==> src/rtl/pipe_collision_detector.sv <==
// Per-frame bird/pipe collision checker running on the system clock.
// A frame-clock rising edge starts a scan. The scan snapshots all coordinates,
// checks the floor and the ceiling, then tests one pipe per cycle. The first
// hit is latched into sticky outputs until the game returns to the start screen.
module pipe_collision_detector #(
  parameter int NUM_PIPES   = 4,
  parameter int PIPE_SIZE_X = 78,
  parameter int GAP_H       = 128,
  parameter int BIRD_W      = 34,
  parameter int BIRD_H      = 24,
  parameter int PLAY_H      = 420
) (
  input  logic        clk,
  input  logic        rst,
  input  logic        FL_clk,
  input  logic [3:0]  game_state,
  input  logic [31:0] birdX,
  input  logic [31:0] birdY,
  input  logic [31:0] pipeX_1,
  input  logic [31:0] pipeX_2,
  input  logic [31:0] pipeX_3,
  input  logic [31:0] pipeX_4,
  input  logic [31:0] pipeY_1,
  input  logic [31:0] pipeY_2,
  input  logic [31:0] pipeY_3,
  input  logic [31:0] pipeY_4,
  output logic        collision,
  output logic        hit_pulse,
  output logic [1:0]  hit_type,
  output logic [1:0]  hit_pipe,
  output logic        check_done
);

  localparam logic [3:0] GS_START  = 4'b0001;
  localparam logic [3:0] GS_INGAME = 4'b0010;

  localparam logic [1:0] LAST_IDX = 2'(NUM_PIPES - 1);

  localparam logic signed [32:0] BIRD_W_S = 33'(BIRD_W);
  localparam logic signed [32:0] BIRD_H_S = 33'(BIRD_H);
  localparam logic signed [32:0] PIPE_W_S = 33'(PIPE_SIZE_X);
  localparam logic signed [32:0] GAP_H_S  = 33'(GAP_H);
  localparam logic signed [32:0] PLAY_H_S = 33'(PLAY_H);

  typedef enum logic [2:0] {
    IDLE,
    SNAP,
    BOUNDS,
    SCAN,
    REPORT
  } stateT;

  stateT state, nextState;

  logic sync1, sync2, sync3, frameTick;
  logic inGame, startScreen;

  logic [31:0] snapBirdX, snapBirdY;
  logic [31:0] snapPipeX [4];
  logic [31:0] snapPipeY [4];
  logic [1:0]  idx;

  logic        foundAcc;
  logic [1:0]  typeAcc, pipeAcc;

  logic signed [32:0] bx, by, px, py;
  logic        floorHit, ceilHit, xOverlap, pipeHit;
  logic        scanFound;
  logic [1:0]  scanType, scanPipe;

  assign inGame      = (game_state == GS_INGAME);
  assign startScreen = (game_state == GS_START);

  // Frame clock synchroniser and rising-edge detect (registered tick)
  always_ff @(posedge clk or posedge rst) begin
    if (rst) begin
      sync1     <= 1'b0;
      sync2     <= 1'b0;
      sync3     <= 1'b0;
      frameTick <= 1'b0;
    end else begin
      sync1     <= FL_clk;
      sync2     <= sync1;
      sync3     <= sync2;
      frameTick <= sync2 & ~sync3;
    end
  end

  // FSM state register
  always_ff @(posedge clk or posedge rst) begin
    if (rst) state <= IDLE;
    else     state <= nextState;
  end

  // Next-state logic: start screen forces idle, leaving IN_GAME aborts a scan
  always_comb begin
    nextState = state;
    if (startScreen) begin
      nextState = IDLE;
    end else begin
      case (state)
        IDLE:    if (frameTick && inGame) nextState = SNAP;
        SNAP:    nextState = inGame ? BOUNDS : IDLE;
        BOUNDS:  nextState = inGame ? SCAN : IDLE;
        SCAN: begin
          if (!inGame)              nextState = IDLE;
          else if (idx == LAST_IDX) nextState = REPORT;
        end
        REPORT:  nextState = IDLE;
        default: nextState = IDLE;
      endcase
    end
  end

  // Hit tests on snapshot data, sign-extended to 33 bits so sums cannot wrap
  always_comb begin
    bx = {snapBirdX[31], snapBirdX};
    by = {snapBirdY[31], snapBirdY};
    px = {snapPipeX[idx][31], snapPipeX[idx]};
    py = {snapPipeY[idx][31], snapPipeY[idx]};
    floorHit = (by + BIRD_H_S) >= PLAY_H_S;
    ceilHit  = snapBirdY[31];
    xOverlap = ((bx + BIRD_W_S) > px) && (bx < (px + PIPE_W_S));
    pipeHit  = xOverlap && ((by < py) || ((by + BIRD_H_S) > (py + GAP_H_S)));
    scanFound = foundAcc;
    scanType  = typeAcc;
    scanPipe  = pipeAcc;
    if (!foundAcc && pipeHit) begin
      scanFound = 1'b1;
      scanType  = 2'b01;
      scanPipe  = idx;
    end
  end

  // Snapshot capture, first-hit accumulation and sticky result outputs.
  // Results load on the edge into REPORT, so they are visible during REPORT.
  always_ff @(posedge clk or posedge rst) begin
    if (rst) begin
      snapBirdX  <= '0;
      snapBirdY  <= '0;
      for (int unsigned i = 0; i < 4; i++) begin
        snapPipeX[i] <= '0;
        snapPipeY[i] <= '0;
      end
      idx        <= '0;
      foundAcc   <= 1'b0;
      typeAcc    <= '0;
      pipeAcc    <= '0;
      collision  <= 1'b0;
      hit_pulse  <= 1'b0;
      hit_type   <= '0;
      hit_pipe   <= '0;
      check_done <= 1'b0;
    end else begin
      hit_pulse  <= 1'b0;
      check_done <= 1'b0;
      case (state)
        SNAP: begin
          snapBirdX    <= birdX;
          snapBirdY    <= birdY;
          snapPipeX[0] <= pipeX_1;
          snapPipeX[1] <= pipeX_2;
          snapPipeX[2] <= pipeX_3;
          snapPipeX[3] <= pipeX_4;
          snapPipeY[0] <= pipeY_1;
          snapPipeY[1] <= pipeY_2;
          snapPipeY[2] <= pipeY_3;
          snapPipeY[3] <= pipeY_4;
          idx          <= '0;
          foundAcc     <= 1'b0;
          typeAcc      <= '0;
          pipeAcc      <= '0;
        end
        BOUNDS: begin
          if (floorHit) begin
            foundAcc <= 1'b1;
            typeAcc  <= 2'b10;
          end else if (ceilHit) begin
            foundAcc <= 1'b1;
            typeAcc  <= 2'b11;
          end
        end
        SCAN: begin
          foundAcc <= scanFound;
          typeAcc  <= scanType;
          pipeAcc  <= scanPipe;
          idx      <= idx + 2'd1;
        end
        default: ;
      endcase

      if (startScreen) begin
        collision <= 1'b0;
        hit_type  <= '0;
        hit_pipe  <= '0;
      end else if (state == SCAN && nextState == REPORT) begin
        check_done <= 1'b1;
        if (!collision && scanFound) begin
          collision <= 1'b1;
          hit_pulse <= 1'b1;
          hit_type  <= scanType;
          hit_pipe  <= scanPipe;
        end
      end
    end
  end

endmodule

==> config.mk <==
export PLATFORM = sky130hd
export DESIGN_NAME = pipe_collision_detector
export DESIGN_NICKNAME = d
export VERILOG_FILES = /design/src/rtl/pipe_collision_detector.sv
export SDC_FILE = /design/constraint.sdc
export NUM_CORES = 1
export LEC_CHECK = 0
export ABC_AREA = 1
export CAP_MARGIN = 20
export CORE_UTILIZATION = 30
export CTS_CLUSTER_DIAMETER = 40
export DETAILED_ROUTE_END_ITERATION = 10
export MAX_ROUTING_LAYER = met4
export PLACE_DENSITY = 0.6
export SYNTH_ARGS = -nofsm -noshare
export SYNTH_HDL_FRONTEND = slang
export SYNTH_SLANG_ARGS = --single-unit
==> constraint.sdc <==
create_clock -name clk -period 12.3 [get_ports clk]
set_input_delay 1.845 -clock clk [delete_from_list [all_inputs] [get_ports clk]]
set_output_delay 1.845 -clock clk [all_outputs]
set_load 0.05 [all_outputs]
### After elaboration in Yosys (flattened, before gate mapping)

Cells that the tools add are included.

* bits in registers: 341
* input port bits: 327
* output and inout bits: 7
* logic and storage cells: 100

* add/sub/neg operators: 5
* $lt $le $gt $ge: 6
* equal/unequal tests: 8
* multiplexer cells: 38
* bitwise gates (word level): 3
* reduce and logical (&&, ||, !) cells: 16

Operators with widths (count)
* binary-select mux 32 bit (select 2 bit): 2
* 2-to-1 mux 32 bit: 4
* adder 32 x 6 -> 33 bit (second input constant): 1
* adder 32 x 7 -> 33 bit (second input constant): 1
* adder 32 x 8 -> 33 bit (second input constant): 1
* adder 32 x 9 -> 33 bit (second input constant): 1
* greater-or-equal comparator 33 x 10 -> 1 bit (second input constant): 1
* greater-than comparator 33 x 32 -> 1 bit: 1
* greater-than comparator 33 bit: 1
* < comparator 32 x 33 -> 1 bit: 1
* < comparator 32 bit: 1
* 2-to-1 mux 2 bit: 12
* 2-to-1 mux 3 bit: 4
* case mux 3 bit (4 select lines): 1
* 2-to-1 mux 1 bit: 11
* case mux 2 bit (2 select lines): 2
* == test 3 x 2 -> 1 bit (second input constant): 2
* logical AND 1 bit: 6
* case mux 2 bit (3 select lines): 1
* nonzero test 2 bit: 3
* == test 4 x 1 -> 1 bit (second input constant): 1
* == test 4 x 2 -> 1 bit (second input constant): 1
* AND reduction 2 bit: 2
* == test 3 x 1 -> 1 bit (second input constant): 1
* 13 further kinds: 14

### Depth between registers and ports, before layout

Gate-level depths: netlist of the first run.

* depth in word-level cells: 14
* mapped depth: 35
* gate-level depth less buffers: 33

### Least setup slack after synthesis of the first run

Ideal clock, no wire load.

* path type: register to register
* from: register idx[0]
* to: register hit_pipe[0]
* library setup time: 0.067 ns
* data arrival time: 3.665 ns
* data required time: 12.233 ns
* setup slack: 8.568 ns
* cell stages (with the launch flop): 33
* clock period less this slack: 3.732 ns
* cells stage by stage: dfrtp_1 -> inv_2 -> buf_2 -> nand2_1 -> a32o_1 -> ha_1 -> a21oi_2 -> nand2_2 -> nand2_1 -> nand2_2 -> nor2_4 -> nand2_2 -> nor2_4 -> nand2_2 -> nor3_2 -> xor2_1 -> ha_1 -> nand2_1 -> nor2_1 -> nand2_1 -> nor2_1 -> nand2_1 -> nand2_1 -> nor2_1 -> nand3_1 -> nand2_1 -> nor2_1 -> nand2_1 -> nand2_1 -> nand3_1 -> inv_1 -> nand2_1 -> nand2_1

* longest elaborated chain between the ends: 13
* elaborated cells on any way between the ends: 33
* classes of those cells: 2 x add/sub; 4 x order compare; 2 x eq/ne; 15 x mux; 1 x bitwise; 9 x reduce/logical

RTL lines
* start, declared: line 61 `logic [1:0] idx;`
* start signal, assigned: line 187 `idx <= idx + 2'd1;`
* NOT 2 -> 3 bit (not written as such): line 119, 120
* binary-select mux 32 bit (select 2 bit) (on tied branches): line 119, 120
* 2-to-1 mux 32 bit (on tied branches) (2 in series): line 119, 120
* adder 32 x 8 -> 33 bit or adder 32 x 9 -> 33 bit (tied branches): line 123, 124
* < comparator 32 x 33 -> 1 bit or greater-than comparator 33 bit (tied branches): line 123, 124
* logical AND 1 bit or logical OR 1 bit (tied branches): line 123, 124
* logical AND 1 bit: line 124 `pipeHit = xOverlap && ((by < py) || ((by + BIRD_H_S) > (py + GAP_H_S)));`
* logical AND 1 bit: line 128 `if (!foundAcc && pipeHit) begin`
* 2-to-1 mux 2 bit or 2-to-1 mux 1 bit (tied branches): line 128
* 2-to-1 mux 2 bit or logical AND 1 bit (tied branches): line 198 `if (!collision && scanFound) begin`
* 2-to-1 mux 2 bit or nonzero test 2 bit (tied branches)
* 2-to-1 mux 2 bit or AND reduction 2 bit (tied branches)
* end signal, assigned: line 202 `hit_pipe <= scanPipe;`
* end, declared: line 30 `output logic [1:0] hit_pipe,`

Parallel ways exist; a longest one is shown, timed or not. The select of a mux whose other input is x is not followed.
A chain may end at the register's enable or synchronous reset.

### Final worst setup path of the first run

* from: register idx[0]
* to: register hit_pipe[1]

The elaborated chain is that of the path after synthesis.

==> flow_summary.json, run 1 <==
{
  "drt_iter0_markers": 981,
  "seqCellArea_sq_um": 8537,
  "reg2reg_to": "hit_pipe[1]",
  "remaining_drc_errors": 0,
  "hold_path.startpoint": "sync1",
  "fin_skew_ns": 0.02924,
  "grt_pass1_vias": 17980,
  "synth_compound_area_frac": 0.09684,
  "dpl.hpwl_microns": 49950,
  "grt_use_total": 0.1858,
  "clkLatencyLatePin_ns": 0.59,
  "synth_seq_area_share": 0.3996,
  "critPathMaxFanout": 68,
  "syn_nets": 2896,
  "syn_to_final_growth_pct": 29.77,
  "arrival_ns": 6.41,
  "numCtsBuffers": 68,
  "start_kind": "register",
  "yosys.area_share.adder": 0.07850,
  "wl_per_cell_microns": 17.27,
  "dr.pass1.iters": 5,
  "h-tree-depth": 3,
  "crit_top_cell": "nand2_1",
  "min_to": "sync2",
  "die-area_sq_um": 72260,
  "finalNetCount": 3226,
  "slowest_delay_ns": 0.74,
  "hold_violations": 0,
  "drive_above_1_share": 0.1698,
  "place.gp.congestion": 0.9671,
  "crit_required_ns": 12.80,
  "clk_pin_slew_ns": 0.05,
  "cap_violations": 0,
  "synth-main-ff-cell": "dfrtp_1",
  "async_reset_ff_frac": 1.000,
  "cts.repair.resized": 0,
  "grt_max_degree": 89,
  "relSlewSlack": 0.3395,
  "fin_setup_tns_ns": 0,
  "ir_drop_mv": 0.09808,
  "vias": 17890,
  "synth_edf_count": 0,
  "crit_path_end_kind": "register",
  "multi_input_area_sq_um": 11370,
  "ys_types": 57,
  "setup_viol": 0,
  "detail-route-antenna-nets": 0,
  "postLayoutCellArea_sq_um": 27710,
  "coreArea_sq_um": 70270,
  "path_class": "register to register",
  "leakagePower_nw": 12.72,
  "syn_avg_cell_area_sq_um": 8.771,
  "synthCells": 2435,
  "timing.rr.start": "idx[0]",
  "die_y_microns": 268.8,
  "cts.path.max_buffers": 3,
  "synth-seq-cells": 341,
  "period_minus_slack_ns": 5.910,
  "worstMarginPinSlew_ns": 0.9907,
  "die_w_microns": 268.8,
  "io-pin-count": 334,
  "dpl_cell_area_sq_um": 25440,
  "start_util": 0.3039,
  "synthMuxAreaShare": 0.1313,
  "drv_slew": 0,
  "hold_class": "register to register",
  "rows": 97,
  "crit_path_top_delay_cell": "dfrtp_4",
  "wl_microns": 64940,
  "cts-root-buf": "clkbuf_16",
  "rr_worst_depth": 29,
  "synth-simple-area-share": 0.1956,
  "cts_hold_buf": 0,
  "p_per_area_nw_per_um2": 168.8,
  "post_cts_buffers": 0,
  "yosys_warnings": 0,
  "worstHoldPathCells": 0,
  "gr-total-overflow": 0,
  "synth_top_family_by_area": "simple AND/OR/NAND/NOR gates",
  "via_per_inst": 4.758,
  "fmaxAchievable_mhz": 169.2,
  "port-buffer-count": 333,
  "rsz0062_at_grt": "false",
  "status": "completed",
  "r2r_slack_ns": 6.39,
  "min_period_over_period": 0.4805,
  "synth_xor_area_frac": 0.02953,
  "grt_pass1_wl_microns": 100200,
  "grt_antenna_before_repair": 8,
  "clock_sinks": 341,
  "cts_tree": "done",
  "syn_area_sq_um": 21360,
  "n_fill_cell": 7033
}
[cell type report]
type | count | area share
Antenna cell | 5 | 0.0004515
Clock inverter | 38 | 0.01404
Inverter | 245 | 0.03363
Timing Repair Buffer | 346 | 0.1238
Multi-Input combinational cell | 1763 | 0.4102
Tap cell | 940 | 0.04244
Clock buffer | 82 | 0.06740
Sequential cell | 341 | 0.3080
[worst max path at each step]
| stage | start | to | slack (ns) | depth (start not counted) |
|---|---|---|---|---|
| after floorplan | rst | check_done | 1.00 | 1 |
| final | idx[0] | hit_pipe[1] | 6.39 | 29 |
| after global routing | idx[1] | hit_pipe[0] | 5.71 | 30 |
| after detailed placement | idx[1] | hit_pipe[1] | 6.39 | 32 |
| after CTS | idx[1] | hit_pipe[1] | 6.36 | 32 |
| after global placement | idx[1] | hit_pipe[0] | 6.45 | 32 |
[flip-flops by register name, indices dropped and copies added (netlist names)]
register / count
sync3: 1
snapBirdY: 32
hit_pulse: 1
foundAcc: 1
pipeAcc: 2
hit_pipe: 2
snapPipeY: 128
snapBirdX: 32
typeAcc: 2
state: 3
check_done: 1
idx: 2
sync2: 1
hit_type: 2
frameTick: 1
snapPipeX: 128
sync1: 1
collision: 1
[cells by family after synthesis]
logic type | after synthesis
xor gates and xnor gates | 72
AOI/OAI and AO/OA | 319
adders and majority gates | 134
buffers and inverters | 331
DFF | 341
muxes | 249
and+or+nand+nor | 989
[power by group]
part / switching, mW / internal, mW / total, mW
sequential: 0.189 / 1.35 / 1.54
clock: 0.625 / 1.19 / 1.82
combinational: 0.732 / 0.588 / 1.32
[synth_stat cells, types with 2 or more instances]
cell,count,area share
a21boi_0,3,0.0011
o21ai_1,4,0.00094
nand2_2,5,0.0015
buf_2,7,0.0016
mux2_2,249,0.13
nand2_1,517,0.091
xor2_1,65,0.027
ha_1,134,0.079
a31oi_1,4,0.0012
o22a_1,6,0.0025
a32oi_2,21,0.016
nand3b_1,5,0.0018
a32oi_4,2,0.0026
a32o_1,8,0.0037
inv_1,223,0.039
buf_6,23,0.012
o22ai_1,8,0.0023
a21o_1,5,0.0018
nor2_1,277,0.049
o21a_1,3,0.0011
o21ai_0,61,0.014
clkbuf_1,42,0.0074
dfrtp_1,341,0.40
nand3_2,6,0.0028
xnor2_1,7,0.0029
a32oi_1,10,0.0041
nor4_2,3,0.0018
nor3_2,3,0.0014
buf_1,5,0.00088
and3_1,3,0.00088
inv_2,21,0.0037
nand3_1,93,0.022
buf_4,8,0.0028
nor4_1,5,0.0015
nand4_1,20,0.0059
nor3_1,18,0.0042
o21bai_1,4,0.0014
nor2_2,22,0.0064
a21oi_1,172,0.040
nor2_4,5,0.0026
[critical path, delay by kind of cell (launching register included)]
family                     cells  cell delay, ns
AOI/OAI and AO/OA              1            0.48
xor gates and xnor gates       1            0.17
adders and majority gates      1            0.37
buffers and inverters          6            1.77
DFF                            1            0.74
and+or+nand+nor               20            2.06
[per-layer routing]
metal,routed length (microns),vias up,part of all wire,track usage
met5,0,-,0,-
met4,1878,0,0.029,0.06127
met3,3316,121,0.051,0.03425
met2,30920,453,0.48,0.2991
met1,28820,8525,0.44,0.2343
li1,-,8790,-,-
[per-stage QoR]
step	hold WS, ns	util	power (mW)	setup WS, ns	cells
finish	0.3430	0.3944	4.678	6.390	3760
global route	0.3578	0.3944	4.986	5.707	3760
CTS	0.3457	0.3942	4.731	6.363	3755
detailed placement	0.3356	0.3621	2.874	6.392	3635
global placement	0.3319	0.3621	2.859	6.449	3635
floorplan	0.3312	-	2.423	1.003	2435
[placed cells by master (no fill, tap or decap), types with 7 or more instances in the layout]
| master | instances |
|---|---|
| a21oi_1 | 172 |
| a32o_1 | 8 |
| a32oi_1 | 10 |
| a32oi_2 | 21 |
| buf_4 | 13 |
| clkbuf_16 | 71 |
| clkdlybuf4s50_1 | 333 |
| clkinv_2 | 11 |
| clkinvlp_4 | 7 |
| dfrtp_1 | 340 |
| ha_1 | 134 |
| inv_1 | 222 |
| inv_2 | 20 |
| inv_6 | 9 |
| mux2_2 | 249 |
| nand2_1 | 517 |
| nand3_1 | 92 |
| nand4_1 | 20 |
| nor2_1 | 277 |
| nor2_2 | 22 |
| nor3_1 | 18 |
| o21ai_0 | 61 |
| o22ai_1 | 8 |
| xnor2_1 | 7 |
| xor2_1 | 65 |
No activity file was read; power rests on OpenSTA's default activity.
==> inputs of run 2 (changes only) <==
==> constraint.sdc (replaced) <==
create_clock -name clk -period 6.1 [get_ports clk]
set_input_delay 0.915 -clock clk [delete_from_list [all_inputs] [get_ports clk]]
set_output_delay 0.915 -clock clk [all_outputs]
set_load 0.05 [all_outputs]
==> run 2 against run 1 <==
Sequential power is 100% higher. Worst hold slack better by 0.0042 ns. Combinational power is 100% higher. Global-route usage is 0.32 points higher. Design area is 0.69% higher. Sequential cell count stayed put. Highest routed layer unchanged. Via count is 1.2% lower. Sequential share of layout area is 0.21 points lower. First-iteration DRC count is 7.7% higher. Final cell count is 0.45% higher. Clock power is 110% higher. Core utilization is 0.27 points higher.
==> flow_summary.json, run 2 (synthesized netlist as in run 1, its figures left out) <==
{
  "arrival_ns": 5.75,
  "pwr-share-comb": 0.281,
  "setup_viol": 0,
  "rr_worst_depth": 24,
  "grt_antenna_before_repair": 13,
  "multi_input_area_sq_um": 11370,
  "clock_sinks": 341,
  "cts.repair.resized": 0,
  "start_kind": "register",
  "crit_path_end_kind": "register",
  "min_period_over_period": 0.8576,
  "p_seq_frac": 0.324,
  "slowest_delay_ns": 0.59,
  "dpl.hpwl_microns": 49780,
  "drt_iter0_markers": 1057,
  "syn_to_final_growth_pct": 30.66,
  "hold_violations": 0,
  "leakagePower_nw": 12.78,
  "vias": 17680,
  "grt_use_total": 0.1890,
  "p_clk_frac": 0.395,
  "numCtsBuffers": 70,
  "grt_max_degree": 174,
  "port-buffer-count": 333,
  "wl_per_cell_microns": 17.41,
  "dr.pass1.iters": 5,
  "clk_pin_slew_ns": 0.05,
  "crit_required_ns": 6.62,
  "via_per_inst": 4.680,
  "die_y_microns": 268.8,
  "status": "completed",
  "hold_class": "register to register",
  "finalNetCount": 3233,
  "intPower_mw": 6.387,
  "start_util": 0.3039,
  "critPathMaxFanout": 59,
  "switchingPower_mw": 3.135,
  "worstHoldPathCells": 0,
  "n_fill_cell": 7061,
  "io-pin-count": 334,
  "sw_frac_of_total": 0.3292,
  "clkLatencyLatePin_ns": 0.60,
  "crit_path_top_delay_cell": "dfrtp_4",
  "cts_tree": "done",
  "cts_hold_buf": 0,
  "cap_violations": 0,
  "die_w_microns": 268.8,
  "wl_microns": 65750,
  "seqCellArea_sq_um": 8537,
  "fin_setup_tns_ns": 0,
  "fin_util": 0.3971,
  "remaining_drc_errors": 0,
  "drive_above_1_share": 0.1717,
  "cts.path.max_buffers": 3,
  "gr-total-overflow": 0,
  "crit_top_cell": "nand2_1",
  "period_minus_slack_ns": 5.232,
  "worstMarginPinSlew_ns": 1.156,
  "cts-root-buf": "clkbuf_16",
  "h-tree-depth": 3,
  "crit_chain": "inv_4 > buf_4 > nand2_1 > a32oi_2 > inv_1 > nor2_1 > nand4_1 > nor4_2 > nand2_1 > xnor2_1 > ha_1 > a21oi_1 > nand2_1 > a21oi_1 > nand2_1 > nor2_1 > nand2_1 > nand2_1 > nand2_1 > nor2_1 > nand3_1 > o21ai_0 > nand2_1 > nand2_1",
  "fin_skew_ns": 0.02582,
  "top_regs": "snapPipeX: 128 flops, snapPipeY: 128 flops",
  "ir_drop_mv": 0.1986,
  "rsz0062_at_grt": "false",
  "detail-route-antenna-nets": 0,
  "place.gp.congestion": 0.9304,
  "die-area_sq_um": 72260,
  "rows": 97,
  "post_cts_buffers": 0,
  "drv_slew": 0,
  "p_per_area_nw_per_um2": 341.2,
  "mostFrequentLayoutCell": "nand2_1",
  "grt_pass1_wl_microns": 101300,
  "relSlewSlack": 0.2291,
  "fmaxAchievable_mhz": 191.1,
  "path_class": "register to register",
  "coreArea_sq_um": 70270,
  "final_cell_mix": "517 x nand2_1, 340 x dfrtp_1, 333 x clkdlybuf4s50_1",
  "grt_pass1_vias": 18170
}
run 2: cell count changes in the layout (fill, tap and decap cells not counted), sizes merged:
| cell | change |
|---|---|
| clkbuf | +8 |
| clkinvlp | +6 |
| inv | -6 |
| buf | +5 |
| diode | +7 |
| clkinv | -3 |
run 2: layout make-up:
class | count | area share
Antenna cell | 12 | 0.001076
Multi-Input combinational cell | 1763 | 0.4074
Tap cell | 940 | 0.04215
Timing Repair Buffer | 351 | 0.1265
Sequential cell | 341 | 0.3059
Clock buffer | 90 | 0.06981
Clock inverter | 35 | 0.01381
Inverter | 245 | 0.03327
run 2: per-stage QoR:
step	total power [mW]	setup WS, ns	instance area [sq um]	cells	hold slack (ns)
final	9.522	0.8684	27900	3777	0.3472
after floorplan	4.887	0.6245	21360	2435	0.3312
after CTS	9.623	0.9299	27870	3765	0.3505
after global placement	5.762	0.9647	25540	3640	0.3404
after detailed placement	5.788	0.9520	25540	3640	0.3389
after global routing	10.16	0.3640	27900	3776	0.3631
run 2: routing by layer:
layer  vias to the layer above  GRT usage  wire (microns)
met5                         -          -               0
met2                       382     0.3090           31720
li1                       8818          -               -
met1                      8362     0.2311           28970
met4                         0    0.07125            1824
met3                       113    0.03498            3237
run 2: power groups by stage:
stage	combinational [mW]	clock, mW	sequential (mW)
2_1_floorplan	1.91	0	2.97
3_3_place_gp	2.66	0	3.11
3_5_place_dp	2.68	0	3.11
4_1_cts	2.70	3.84	3.08
5_1_grt	3.06	3.96	3.15
6_report	2.67	3.76	3.09
run 2: worst max-delay path, delay by kind of cell, from the launching register on:
kind,cells,cell delay (ns)
adders and majority gates,1,0.31
xor gates and xnor gates,1,0.16
and+or+nand+nor,15,2.11
buffers and inverters,3,1.01
AOI/OAI and AO/OA,4,0.85
DFF,1,0.59
run 2: path summary, 6_finish.rpt:
kind	startpoint	end	slack [ns]
worst max-delay path	idx[0]	hit_pipe[1]	0.87
worst max register to register	idx[0]	hit_pipe[1]	0.87
worst min-delay path	sync1	sync2	0.35
min in group asynchronous	rst	snapPipeX[101]	0.68
worst min register to register	sync1	sync2	0.35
max in group asynchronous	rst	idx[0]	3.92
